### config.mk
export PLATFORM = sky130hd
export DESIGN_NAME = max7219_chain_tx
export DESIGN_NICKNAME = d
export VERILOG_FILES = /design/src/rtl/max7219_chain_tx.sv
export SDC_FILE = /design/constraint.sdc
export NUM_CORES = 1
export LEC_CHECK = 0
export BUFFER_PORTS_ARGS = -buffer_cell sky130_fd_sc_hd__buf_2
export CORE_MARGIN = 2
export CORE_UTILIZATION = 59
export DETAILED_ROUTE_END_ITERATION = 12
export GPL_ROUTABILITY_DRIVEN = 0
export HOLD_SLACK_MARGIN = 0.1
export PLACE_DENSITY = 0.85
export SLEW_MARGIN = 20
export SYNTH_ARGS = -nofsm -noshare
export SYNTH_HDL_FRONTEND = slang
export SYNTH_SLANG_ARGS = --single-unit
### constraint.sdc
create_clock -name clk_spi -period 2.79 [get_ports clk_spi]
set_clock_uncertainty 0.05 [all_clocks]
set_input_delay 0.558 -clock clk_spi [delete_from_list [all_inputs] [get_ports clk_spi]]
set_output_delay 0.558 -clock clk_spi [all_outputs]
set_load 0.01 [all_outputs]
### src/rtl/max7219_chain_tx.sv
// Daisy-chain MAX7219 frame transmitter: shifts N_DEV 16-bit frames
// in one CS-low window, then raises CS so all devices latch together.
module max7219_chain_tx #(
  parameter int N_DEV      = 4,
  parameter int HALF_TICKS = 1
) (
  input  logic                 clk_spi,
  input  logic                 _rst,
  input  logic                 str,
  input  logic [16*N_DEV-1:0]  frames,
  output logic                 busy,
  output logic                 done,
  output logic                 CS,
  output logic                 CLK,
  output logic                 Din
);

  localparam int B  = 16 * N_DEV;
  localparam int BW = $clog2(B);
  localparam int TW = (HALF_TICKS > 1) ? $clog2(HALF_TICKS) : 1;

  localparam logic [BW-1:0] BLAST = BW'(B - 1);
  localparam logic [TW-1:0] TLAST = TW'(HALF_TICKS - 1);

  typedef enum logic [2:0] {
    IDLE,
    LOW,
    HIGH,
    HOLD,
    GAP
  } state_t;

  state_t          st;
  logic [B-1:0]    sr;
  logic [BW-1:0]   bit_cnt;
  logic [TW-1:0]   tick;
  logic            tick_end;

  assign tick_end = (tick == TLAST);

  // sr holds the bits still to send, MSB next; Din already carries the
  // current bit, so capture stores frames pre-shifted by one.
  always_ff @(posedge clk_spi or negedge _rst) begin
    if (!_rst) begin
      st      <= IDLE;
      sr      <= '0;
      bit_cnt <= '0;
      tick    <= '0;
      busy    <= 1'b0;
      done    <= 1'b0;
      CS      <= 1'b1;
      CLK     <= 1'b0;
      Din     <= 1'b0;
    end else begin
      done <= 1'b0;
      unique case (st)
        IDLE: begin
          if (str) begin
            sr      <= {frames[B-2:0], 1'b0};
            Din     <= frames[B-1];
            CS      <= 1'b0;
            CLK     <= 1'b0;
            busy    <= 1'b1;
            bit_cnt <= '0;
            tick    <= '0;
            st      <= LOW;
          end
        end
        LOW: begin
          if (tick_end) begin
            tick <= '0;
            CLK  <= 1'b1;
            st   <= HIGH;
          end else begin
            tick <= tick + 1'b1;
          end
        end
        HIGH: begin
          if (tick_end) begin
            tick <= '0;
            CLK  <= 1'b0;
            if (bit_cnt == BLAST) begin
              Din <= 1'b0;
              st  <= HOLD;
            end else begin
              Din     <= sr[B-1];
              sr      <= {sr[B-2:0], 1'b0};
              bit_cnt <= bit_cnt + 1'b1;
              st      <= LOW;
            end
          end else begin
            tick <= tick + 1'b1;
          end
        end
        HOLD: begin
          if (tick_end) begin
            tick <= '0;
            CS   <= 1'b1;
            st   <= GAP;
          end else begin
            tick <= tick + 1'b1;
          end
        end
        GAP: begin
          if (tick_end) begin
            tick <= '0;
            busy <= 1'b0;
            done <= 1'b1;
            st   <= IDLE;
          end else begin
            tick <= tick + 1'b1;
          end
        end
        default: st <= IDLE;
      endcase
    end
  end

endmodule
After elaboration in Yosys (flattened, before gate mapping) --
Cells that the tools add are included.
Cells by class: add/subtract/negate cells 2, eq/ne operators 11, multiplexer cells 30, reductions and logical operators 14
Operator list (number):
- 64-bit two-way mux | 3
- 64-bit one-hot mux with 2 select lines | 1
- 6-bit two-way mux | 3
- 3-bit two-way mux | 5
- 3-bit one-hot mux with 5 select lines | 1
- 2-bit inequality test (second input constant) | 6
- 6-bit one-hot mux with 2 select lines | 1
- 1-bit two-way mux | 10
- 3-bit AND reduction | 3
- 1-bit one-hot mux with 2 select lines | 4
- 4-bit AND reduction | 2
- 2-bit nonzero test | 4
- 6-bit by 1-bit adder with 6-bit output (second input constant) | 1
- 3-bit by 2-bit equality test with 1-bit output (second input constant) | 2
- 6-bit equality test (second input constant) | 1
- 5-bit AND reduction | 1
- 4-bit OR reduction | 1
- 3-bit by 1-bit equality test with 1-bit output (second input constant) | 1
- 3-bit equality test (second input constant) | 1
- 3-bit logical NOT | 1
- 1-bit one-hot mux with 3 select lines | 1
- 3-bit nonzero test | 1
- 2-bit two-way mux | 1
- 2-bit AND reduction | 1
- 1-bit adder (second input constant) | 1
Word-level totals: bits in registers 79, bits of input ports 67, output and inout port bits 5, word-level logic and storage cells 66

Logic depth before layout (Yosys ltp) --
word-level depth 4, gate-level depth with buffers 6, mapped depth without buffers 4

Worst setup path before layout --
No wires, ideal clock.
kind register to register, start point register bit_cnt[0], end point register sr[25], arrival time 1.672 ns, slack 1.003 ns, cell stages (with the launch flop) 6, period minus slack after synthesis 1.787 ns, cell sequence dfrtp_1 -> ha_1 -> and3_1 -> a211oi_2 -> buf_2 -> o221a_2
Between the ends: longest elaborated chain between the ends 3
Ends and longest elaborated chain:
- start, declared | line 35 | logic [BW-1:0] bit_cnt;
- start signal, assigned | line 88 | bit_cnt <= bit_cnt + 1'b1;
- 6-bit equality test | line 82 | if (bit_cnt == BLAST) begin
- 2-bit inequality test (no source line)
- 4-bit AND reduction (no source line)
- end signal, assigned | line 59 | sr <= {frames[B-2:0], 1'b0};
- end signal, assigned | line 87 | sr <= {sr[B-2:0], 1'b0};
- end, declared | line 34 | logic [B-1:0] sr;
No other way between the ends. A chain may end at the register's enable or synchronous reset.

Worst setup path in the final report --
start point register st[2], end point register sr[33]
Between the ends: longest elaborated chain between the ends 3, elaborated cells on any way between the ends 8
Ends and longest elaborated chain:
- start, declared | line 33 | state_t st;
- start signal, assigned | line 45 | st <= IDLE;
- start signal, assigned | line 66 | st <= LOW;
- start signal, assigned | line 73 | st <= HIGH;
- 3-bit by 2-bit equality test with 1-bit output / 3-bit logical NOT (equally long branches) | line 56 | unique case (st)
- 2-bit inequality test (no source line) / 2-bit nonzero test (equally long branches)
- 4-bit AND reduction (no source line)
Several ways; a longest one is shown, not always the timed one.

==> results.py <==
metrics = {
    "status": {
        "outcome": "completed",
    },
    "timing": {
        "worst_pin_slew_ns": 0.937,
        "accumulated_negative_setup_slack_ns": 0,
        "final_hold_viol_count": 0,
        "layout_worst_path_cycle_share_pct": 80.3,
        "maxSlewHeadroom_pct": 37.5,
        "period_minus_slack_ns": 2.24,
        "achievable-frequency_mhz": 446,
        "slew_limit_fails": 0,
        "setup_viol_count_final": 0,
        "rsz0062_at_grt": "no",
    },
    "synth": {
        "synth-seq-area-share_pct": 55.2,
        "synth_warnings": 0,
        "synth_common_cells": "sky130_fd_sc_hd__dfrtp_1 (76), sky130_fd_sc_hd__o221a_2 (61), sky130_fd_sc_hd__or2_0 (60), sky130_fd_sc_hd__buf_2 (9)",
        "compound_cell_area_share_of_the_yosys_netlist_pct": 23.9,
        "postSynthAreaPerCell_um2": 12.5,
        "postSynth.topFlopCell": "sky130_fd_sc_hd__dfrtp_1",
        "syn-instance-count": 279,
        "synth.area.top_cells": "sky130_fd_sc_hd__dfrtp_1 (54%), sky130_fd_sc_hd__o221a_2 (20%), sky130_fd_sc_hd__or2_0 (11%)",
        "synthMostInstantiatedCell": "sky130_fd_sc_hd__dfrtp_1",
        "postSynth.asyncResetShare_pct": 100,
        "yosysUniqueCellTypes": 35,
        "post_synth_and_or_nand_nor_area_fraction_pct": 15.9,
        "synth_top_cell_area_share_pct": 54.4,
        "main_combinational_cell_family_by_area_after_synthesis": "compound AO/OA/AOI/OAI gates",
        "synth_xor_xnor_area_share_pct": 0,
        "yosys.area.top_type": "sky130_fd_sc_hd__dfrtp_1",
        "muxShareOfSynthArea_pct": 0.859,
        "synth.ff_latch_count": 77,
        "synth-edff-count": 0,
        "synthAdderAreaFrac_pct": 0.358,
        "synth_area_mm2": 0.00350,
        "synthesis.nets": 347,
    },
    "drt": {
        "antenna_left": 0,
        "drt_iter0_drc": 166,
        "routed_wire_length_per_instance_um": 16.2,
        "route.detailed.vias_per_inst": 5.89,
        "drcViolationCount": 0,
        "detailroute.via_count": 2497,
        "routed_wirelength_um": 6870,
        "detail_route.first_pass.iterations": 4,
    },
    "worst_setup_path": {
        "crit-reg2reg-launch": "st[2]$_DFFE_PN0P_",
        "worst-endpoint-arrival_ns": 2.42,
        "critical_path_required_ns": 2.97,
        "worstSetupStartpoint": "st[2]$_DFFE_PN0P_",
        "cp_max_fo": 53,
        "critPathCaptureType": "register",
        "crit_path_start_kind": "register",
        "critical-path-max-stage-delay_ns": 0.91,
        "slowest_stage": "sky130_fd_sc_hd__or4b_2",
        "path_class": "register to register",
        "cp_cell_sequence": "or4b_2 -> buf_12 -> or2_2 -> o221a_2",
    },
    "placement": {
        "placedCellCount": 408,
        "placement.io_buffers": 71,
        "place.detailed.hpwl_um": 4400,
    },
    "clocking": {
        "clock_sinks": 77,
        "post_cts_resized": 0,
        "cts-hold-fix-buffers": 0,
        "cts_max_path_buffers": 2,
        "clk_root_buffer_cell": "sky130_fd_sc_hd__clkbuf_8",
        "cts.reportedPaths.clkPinSlew_ns": 0.08,
        "htree_levels": 3,
        "cts_tree": "yes",
        "post_cts.repair.setup_buffers": 0,
        "insertion_delay_ns": 0.34,
        "numCtsBuffers": 9,
    },
    "flow_run": {
        "cap_viol_max_count": 0,
    },
    "layout": {
        "nets": 412,
        "count_of_placed_standard_cells_in_the_final_layout_fillers_left_out": 424,
        "layout-area-overhead-vs-synth_pct": 17.4,
        "regArea_mm2": 0.00193,
        "combined_area_of_the_multi_input_logic_cells_mm2": 0.00145,
        "antennaDiodeCount": 0,
        "num-fill-cells": 440,
        "layout-drive-gt1-share_pct": 46.4,
    },
    "power": {
        "power_density_mw_per_mm2": 1070,
        "p_leak_nw": 1.68,
        "power.ir.vdd_worst_v": 0.000598,
    },
    "global_routing": {
        "number_of_global_route_vias_before_repair": 2399,
        "antenna_found_initial": 0,
        "overflow": 0,
        "wire_length_of_the_first_global_routing_pass_um": 11300,
        "total_routing_usage_reported_by_global_routing_pct": 22.5,
        "grt_start_max_net_pins": 78,
    },
    "hold_path": {
        "hold_class": "primary input to async pin",
    },
    "floorplan": {
        "floorplan.rows": 28,
        "floorplan.die.height_um": 81.0,
        "die-width_um": 81.0,
        "core_area_mm2": 0.00582,
        "die-area_mm2": 0.00656,
        "initial_core_util_pct": 60.1,
        "io_pins": 72,
    },
}
## cell type report
type / count / share of cell area, %
Multi-Input combinational cell: 177 / 35.3
Inverter: 3 / 0.274
Timing Repair Buffer: 76 / 9.94
Clock buffer: 9 / 3.02
Sequential cell: 77 / 47.0
Tap cell: 75 / 2.29
Clock inverter: 7 / 2.19
## logic make-up (layout without fill, tap and decap cells)
logic type                 Yosys count  after routing
muxes                                3              3
adders and majority gates            1              1
DFF                                 77             77
AOI/OAI and AO/OA                   81             81
and+or+nand+nor                     92             92
buffers and inverters               25             95
## metrics by stage
step | area [µm²] | worst slack [ns] | power [mW] | utilization (%) | hold WS (ns)
CTS | 4110 | 0.551 | 4.44 | 70.6 | 0.336
floorplan | 3500 | 1.00 | 3.13 | - | 0.212
global placement | 3890 | 0.523 | 3.42 | 66.9 | 0.449
detailed placement | 3890 | 0.474 | 3.52 | 66.9 | 0.455
finish | 4110 | 0.550 | 4.40 | 70.6 | 0.291
global route | 4110 | 0.466 | 4.71 | 70.6 | 0.386
## report_power, final
group / switching (mW) / internal (mW) / leakage, nW
clock: 0.408 / 0.499 / 0.105
combinational: 0.690 / 0.846 / 0.715
sequential: 0.341 / 1.62 / 0.855
## metal layers
metal / vias to the layer above / share of wire (%) / routed length, µm / global-route usage [%]
met5: - / 0 / 0 / 0
met4: 0 / 1.4 / 93 / 7.29
met3: 9 / 5.3 / 366 / 7.00
met2: 74 / 49 / 3360 / 32.8
met1: 1231 / 44 / 3050 / 32.3
li1: 1183 / - / - / -
## state kept, by name, indices dropped and copies added (netlist names)
| name | cells |
|---|---|
| CLK | 1 |
| CS | 1 |
| Din | 1 |
| bit_cnt | 6 |
| busy | 1 |
| done | 1 |
| sr | 63 |
| st | 3 |
## worst max-delay path: cells and delay by family (launching register included)
family	cells	cell delay, ns
AOI/OAI and AO/OA	1	0.13
buffers and inverters	1	0.26
DFF	1	0.47
and+or+nand+nor	2	1.20
## path summary, 6_finish.rpt
path / end / slack (ns) / cells after the start
min: sr[20]$_DFFE_PN0P_ / 0.29 / 1
max: sr[33]$_DFFE_PN0P_ / 0.55 / 4
max in group asynchronous: sr[41]$_DFFE_PN0P_ / 1.77 / 1
min reg2reg: CS$_DFFE_PN1P_ / 0.46 / 1
min in group clk_spi: st[0]$_DFFE_PN0P_ / 0.46 / 3
max reg2reg: sr[33]$_DFFE_PN0P_ / 0.55 / 4
## cells in the final DEF, fill, tap and decap left out, drive strengths merged, types with 3 or more instances in the layout
cell type / Yosys / layout
clkinv: 0 / 3
nand3: 5 / 5
o21ai: 5 / 5
o211ai: 6 / 6
buf: 14 / 76
o221a: 62 / 62
nor3b: 3 / 3
dfrtp: 76 / 76
nor2: 5 / 5
mux2i: 3 / 3
inv: 3 / 3
or2: 63 / 63
clkbuf: 8 / 9
nand2: 7 / 7
(Power assumes the default switching activity.)
